## config.mk

```make
export PLATFORM = sky130hd
export DESIGN_NAME = ysyx_22040237_mcyc_ctrl
export DESIGN_NICKNAME = d
export VERILOG_FILES = /design/src/rtl/ysyx_22040237_mcyc_ctrl_pkg.sv /design/src/rtl/ysyx_22040237_mcyc_ctrl_perf_cnt.sv /design/src/rtl/ysyx_22040237_mcyc_ctrl.sv
export SDC_FILE = /design/constraint.sdc
export NUM_CORES = 1
export LEC_CHECK = 0
export BUFFER_PORTS_ARGS = -buffer_cell sky130_fd_sc_hd__buf_2
export CAP_MARGIN = 25
export CORE_AREA = 2 2 196 198
export DETAILED_ROUTE_END_ITERATION = 7
export DIE_AREA = 0 0 198 200
export PLACE_DENSITY_LB_ADDON = 0.3
export SKIP_CTS_REPAIR_TIMING = 1
export SLEW_MARGIN = 20
export SYNTH_ARGS = -nofsm -noshare
export SYNTH_HDL_FRONTEND = slang
export SYNTH_SLANG_ARGS = --single-unit
```

## constraint.sdc

```tcl
create_clock -name clk -period 3.4 [get_ports clk]
set_input_delay 0.68 -clock clk [delete_from_list [all_inputs] [get_ports clk]]
set_output_delay 0.68 -clock clk [all_outputs]
set_load 0.01 [all_outputs]
```

## src/rtl/ysyx_22040237_mcyc_ctrl_pkg.sv

```systemverilog
// Shared definitions for the ysyx_22040237 multi-cycle sequencer:
// state encoding, reset instruction and default bus widths.
package ysyx_22040237_mcyc_ctrl_pkg;

  localparam int unsigned ADDR_W_DEF = 64;
  localparam int unsigned DATA_W_DEF = 64;

  // addi x0, x0, 0
  localparam logic [31:0] NOP_INST = 32'h0000_0013;

  typedef enum logic [2:0] {
    S_IDLE       = 3'd0,
    S_FETCH_REQ  = 3'd1,
    S_FETCH_WAIT = 3'd2,
    S_EXEC       = 3'd3,
    S_MEM_REQ    = 3'd4,
    S_MEM_WAIT   = 3'd5,
    S_WB         = 3'd6,
    S_HALT       = 3'd7
  } state_e;

endpackage

```

## src/rtl/ysyx_22040237_mcyc_ctrl_perf_cnt.sv

```systemverilog
// Cycle and retired-instruction counters for the multi-cycle sequencer.
// Only instantiated when YSYX_22040237_PERF_CNT_EN is defined.
module ysyx_22040237_perf_cnt (
  input  logic        clk,
  input  logic        rst,
  input  logic        cycle_en_i,
  input  logic        retire_i,
  output logic [63:0] cycle_cnt_o,
  output logic [63:0] instret_o
);

  logic [63:0] cycle_q, cycle_d;
  logic [63:0] instret_q, instret_d;

  // Increment enables come straight from the sequencer state.
  always_comb begin
    cycle_d   = cycle_q;
    instret_d = instret_q;
    if (cycle_en_i) cycle_d   = cycle_q + 64'd1;
    if (retire_i)   instret_d = instret_q + 64'd1;
  end

  // Counter registers, cleared by synchronous reset.
  always_ff @(posedge clk) begin
    if (rst) begin
      cycle_q   <= '0;
      instret_q <= '0;
    end else begin
      cycle_q   <= cycle_d;
      instret_q <= instret_d;
    end
  end

  assign cycle_cnt_o = cycle_q;
  assign instret_o   = instret_q;

endmodule

```

## src/rtl/ysyx_22040237_mcyc_ctrl.sv

```systemverilog
// Multi-cycle instruction sequencer and shared memory port arbiter.
// Steps FETCH -> EXEC -> (MEM) -> WB, muxes the memory port between
// instruction fetch and LSU, and strobes PC update / regfile write.
// Optional: YSYX_22040237_PERF_CNT_EN adds cycle_cnt_o / instret_o.
module ysyx_22040237_mcyc_ctrl
  import ysyx_22040237_mcyc_ctrl_pkg::*;
#(
  parameter int unsigned ADDR_W = ADDR_W_DEF,
  parameter int unsigned DATA_W = DATA_W_DEF
) (
  input  logic              clk,
  input  logic              rst,
  input  logic [ADDR_W-1:0] pc_i,
  output logic              pc_we_o,
  output logic              mem_req_o,
  output logic              mem_we_o,
  output logic [ADDR_W-1:0] mem_addr_o,
  output logic [DATA_W-1:0] mem_wdata_o,
  output logic [7:0]        mem_wmask_o,
  input  logic              mem_gnt_i,
  input  logic              mem_rvalid_i,
  input  logic [DATA_W-1:0] mem_rdata_i,
  output logic [31:0]       inst_o,
  input  logic              dec_is_load_i,
  input  logic              dec_is_store_i,
  input  logic              dec_invalid_i,
  input  logic              dec_halt_i,
  input  logic              rd_wr_en_i,
  input  logic [ADDR_W-1:0] lsu_addr_i,
  input  logic [DATA_W-1:0] lsu_wdata_i,
  input  logic [7:0]        lsu_wmask_i,
  output logic [DATA_W-1:0] lsu_rdata_o,
  output logic              rf_we_o,
  output logic              halted_o,
`ifdef YSYX_22040237_PERF_CNT_EN
  output logic [63:0]       cycle_cnt_o,
  output logic [63:0]       instret_o,
`endif
  output logic              trap_o
);

  state_e            state_q, state_d;
  logic [31:0]       inst_q, inst_d;
  logic [DATA_W-1:0] lsu_rdata_q, lsu_rdata_d;
  logic              trap_q, trap_d;

  // Next-state logic and capture of fetched instruction / load data.
  always_comb begin
    state_d     = state_q;
    inst_d      = inst_q;
    lsu_rdata_d = lsu_rdata_q;
    trap_d      = trap_q;
    unique case (state_q)
      S_IDLE:       state_d = S_FETCH_REQ;
      S_FETCH_REQ:  if (mem_gnt_i) state_d = S_FETCH_WAIT;
      S_FETCH_WAIT: begin
        if (mem_rvalid_i) begin
          inst_d  = pc_i[2] ? mem_rdata_i[63:32] : mem_rdata_i[31:0];
          state_d = S_EXEC;
        end
      end
      S_EXEC: begin
        if (dec_invalid_i) begin
          trap_d  = 1'b1;
          state_d = S_HALT;
        end else if (dec_halt_i) begin
          state_d = S_HALT;
        end else if (dec_is_load_i || dec_is_store_i) begin
          state_d = S_MEM_REQ;
        end else begin
          state_d = S_WB;
        end
      end
      S_MEM_REQ:    if (mem_gnt_i) state_d = S_MEM_WAIT;
      S_MEM_WAIT: begin
        if (mem_rvalid_i) begin
          if (dec_is_load_i) lsu_rdata_d = mem_rdata_i;
          state_d = S_WB;
        end
      end
      S_WB:         state_d = S_FETCH_REQ;
      S_HALT:       state_d = S_HALT;
      default:      state_d = S_IDLE;
    endcase
  end

  // State and datapath capture registers with synchronous reset.
  always_ff @(posedge clk) begin
    if (rst) begin
      state_q     <= S_IDLE;
      inst_q      <= NOP_INST;
      lsu_rdata_q <= '0;
      trap_q      <= 1'b0;
    end else begin
      state_q     <= state_d;
      inst_q      <= inst_d;
      lsu_rdata_q <= lsu_rdata_d;
      trap_q      <= trap_d;
    end
  end

  // Moore outputs: request fields are held stable while in a REQ state.
  always_comb begin
    mem_req_o   = 1'b0;
    mem_we_o    = 1'b0;
    mem_addr_o  = '0;
    mem_wdata_o = '0;
    mem_wmask_o = '0;
    pc_we_o     = 1'b0;
    rf_we_o     = 1'b0;
    unique case (state_q)
      S_FETCH_REQ: begin
        mem_req_o  = 1'b1;
        mem_addr_o = pc_i;
      end
      S_MEM_REQ: begin
        mem_req_o  = 1'b1;
        mem_we_o   = dec_is_store_i;
        mem_addr_o = lsu_addr_i;
        if (dec_is_store_i) begin
          mem_wdata_o = lsu_wdata_i;
          mem_wmask_o = lsu_wmask_i;
        end
      end
      S_WB: begin
        pc_we_o = 1'b1;
        rf_we_o = rd_wr_en_i;
      end
      default: ;
    endcase
  end

  assign inst_o      = inst_q;
  assign lsu_rdata_o = lsu_rdata_q;
  assign halted_o    = (state_q == S_HALT);
  assign trap_o      = trap_q;

`ifdef YSYX_22040237_PERF_CNT_EN
  ysyx_22040237_perf_cnt u_perf_cnt (
    .clk         (clk),
    .rst         (rst),
    .cycle_en_i  (state_q != S_HALT),
    .retire_i    (state_q == S_WB),
    .cycle_cnt_o (cycle_cnt_o),
    .instret_o   (instret_o)
  );
`endif

endmodule

```

==> results.md <==
* Multi-input gate area at 3020 um2
* Vias per Instance at 4.36
* Final wirelength at 36.5 mm
* Hold path startpoint: inst_o[4]$_SDFFE_PP1P_
* DR WL/cell at 22.5 um
* Outcome: finished, final reports clean
* P&R area growth vs syn at 60.1%
* Initial antenna violation count at 42
* Syn_nets at 911
* Hold crit path type: reg -> reg
* Root buf cell: clkbuf_16
* Initial DRC count at 368
* Fin. Hold Viols at 0
* Final period utilization at 91.5%
* Tmin final at 3.11 ns
* Inst Count DP at 1,596
* Slew headroom at 37.5%
* Port buffer count at 510
* Worst Reg2Reg Path Length in Cells at 4
* Crit path kind: reg -> out
* CORE AREA at 37,400 um2
* Clock buffer depth at 2
* CTS tree: built
* Max-cap violations at 0
* Drc violations at 0
* Hold_ws at 0.459 ns
* Setup TNS at 0 ns
* DP HPWL at 30.1 mm
* Syn avg cell area at 8.52 um2
* Fmax at 321 MHz
* Hold path depth at 1
* Pin count of the biggest net entering global routing at 90
* WL met2 at 17.7 mm
* Cell Pwr Density at 330 nW/um2
* Yosys reg bits at 100
* Synthesized cell area at 5440 um2
* CTS buffer count at 9
* Worst vdd ir at 215 uV
* Reg2reg start: state_q[0]$_SDFFE_PP0P_
* Finished Layout Cells at 1,620
* Most common cell after layout, fill and taps aside: buf_2
* Share of cells above drive strength 1 at 51.8%
* Drt first pass iters at 5
* First-pass GRT wire length at 47.6 mm
* CP max FO at 15
* Vias in the first global route at 6,562
* Clk_lat worst skew at 0.36 ns
* Most frequent cells in the layout: 509 x buf_2, 100 x dfxtp_1, 73 x and3_1
* WL met3 at 4.04 mm
* I/O Pins at 511
* Critical path capture point type: output port
* Ys Warns at 0
* Reg area at 2000 um2
* Clk sink count at 100
* Post-synth EDFFs at 0
* Asr flop ratio synth at 0%
* WP data arrival at 2.43 ns
* M1 wire length at 13.8 mm
* Skew final at 0.00895 ns
* Starting density of the core at 14.5%
* Layout Utilization at 23.3%
* RD Place Congestion at 0.829
* Worst Tran Pin Value at 0.937 ns
* CTS clock-pin slew for the worst setup and hold paths at 0.06 ns
* Most used flip-flop cell after synthesis: dfxtp_1
* DRT antenna net count at 0
* Leak at 4.58 nW
* Remaining global-route overflow at 0
* Row cnt at 71
* CTS H-Tree Depth at 3
* Fin nets at 1,369
* Final setup vio count at 0
* Distinct cell type count after synthesis at 39
* Vias at 7,063
* Fill count at 4,258
* CP Launch Type: flip-flop
* Sequential element share of the synthesized area at 36.8%
* RSZ-0062 raised after global routing: no
* DIE HEIGHT at 200 um
* Area of the die at 39,600 um2
* Data required, critical path at 2.72 ns
* Pins Over Slew Limit at 0
* Top Layer Used: met5
* GR Util All Layers at 17.0%
* Die width at 198 um
* Mapped Cells at 638
[metal layers]
metal / vias up / GRT usage (%)
met5: - / 0
met2: 366 / 29.1
met3: 93 / 7.88
met1: 3274 / 19.2
met4: 28 / 4.46
li1: 3302 / -
[stage by stage]
step                      cell area [um2]  setup slack, ns  power (mW)
after floorplan                      5440             1.40        1.54
after global placement               8400            0.732        1.88
after detailed placement             8400            0.647        1.88
after CTS                            8680            0.249        2.91
after global routing                 8680           0.0692        3.01
final                                8700            0.288        2.87
[sequential cells by signal, summed over array words and instances, names as in the netlist, named ones only]
signal and flops:
inst_o 32, lsu_rdata_o 64, state_q 2, trap_o 1
[layout make-up]
| class | instances | area share (%) |
|---|---|---|
| multi-input combinational | 455 | 34.7 |
| tap | 511 | 7.35 |
| clock buffer | 11 | 2.67 |
| clock inverter | 3 | 0.460 |
| timing repair buffer | 528 | 31.5 |
| inverter | 2 | 0.0863 |
| antenna | 10 | 0.288 |
| sequential | 100 | 23.0 |
[cells in the mapped netlist (2+ instances only)]
| master | count | area share (%) |
|---|---|---|
| and2_1 | 2 | 0.23 |
| o21ai_1 | 12 | 1.1 |
| buf_6 | 6 | 1.2 |
| clkbuf_2 | 6 | 0.55 |
| a211oi_2 | 21 | 4.8 |
| mux2i_1 | 33 | 6.1 |
| nor2_1 | 37 | 2.6 |
| and3_1 | 73 | 8.4 |
| nor4_1 | 2 | 0.23 |
| a211oi_1 | 8 | 1.1 |
| a21oi_1 | 64 | 5.9 |
| a211o_1 | 3 | 0.48 |
| dfxtp_1 | 100 | 37 |
| o21ai_0 | 53 | 4.9 |
| nand3_1 | 64 | 5.9 |
| buf_4 | 8 | 1.1 |
| nor2b_1 | 2 | 0.23 |
| a22o_1 | 64 | 10 |
| nor3b_1 | 2 | 0.28 |
| clkbuf_1 | 30 | 2.1 |
| buf_2 | 30 | 2.8 |
[worst max-delay path: stages (launching register included)]
cell and delay, ns:
dfxtp_1 0.60, inv_1 0.22, nor3_4 0.57, buf_4 0.30, and3_1 0.23, buf_2 0.16
[final timing paths]
kind,to,slack (ns)
setup / recovery,mem_wdata_o[31],0.29
hold reg to reg,inst_o[4]$_SDFFE_PP1P_,0.46
hold / removal,inst_o[4]$_SDFFE_PP1P_,0.46
setup reg to reg,lsu_rdata_o[57]$_SDFFE_PP0P_,1.14
[power breakdown]
part           switching [mW]  internal, mW  total (mW)
clock network           0.455         0.562        1.02
registers              0.0217          1.19        1.21
logic                   0.357         0.284       0.641
[cells by family after synthesis]
group | share of synthesized area, %
muxes | 6.08
AOI/OAI and AO/OA | 29.4
DFF | 36.8
and+or+nand+nor | 19.8
buffers and inverters | 7.94
Note: power is estimated with default switching activity, not from simulation.
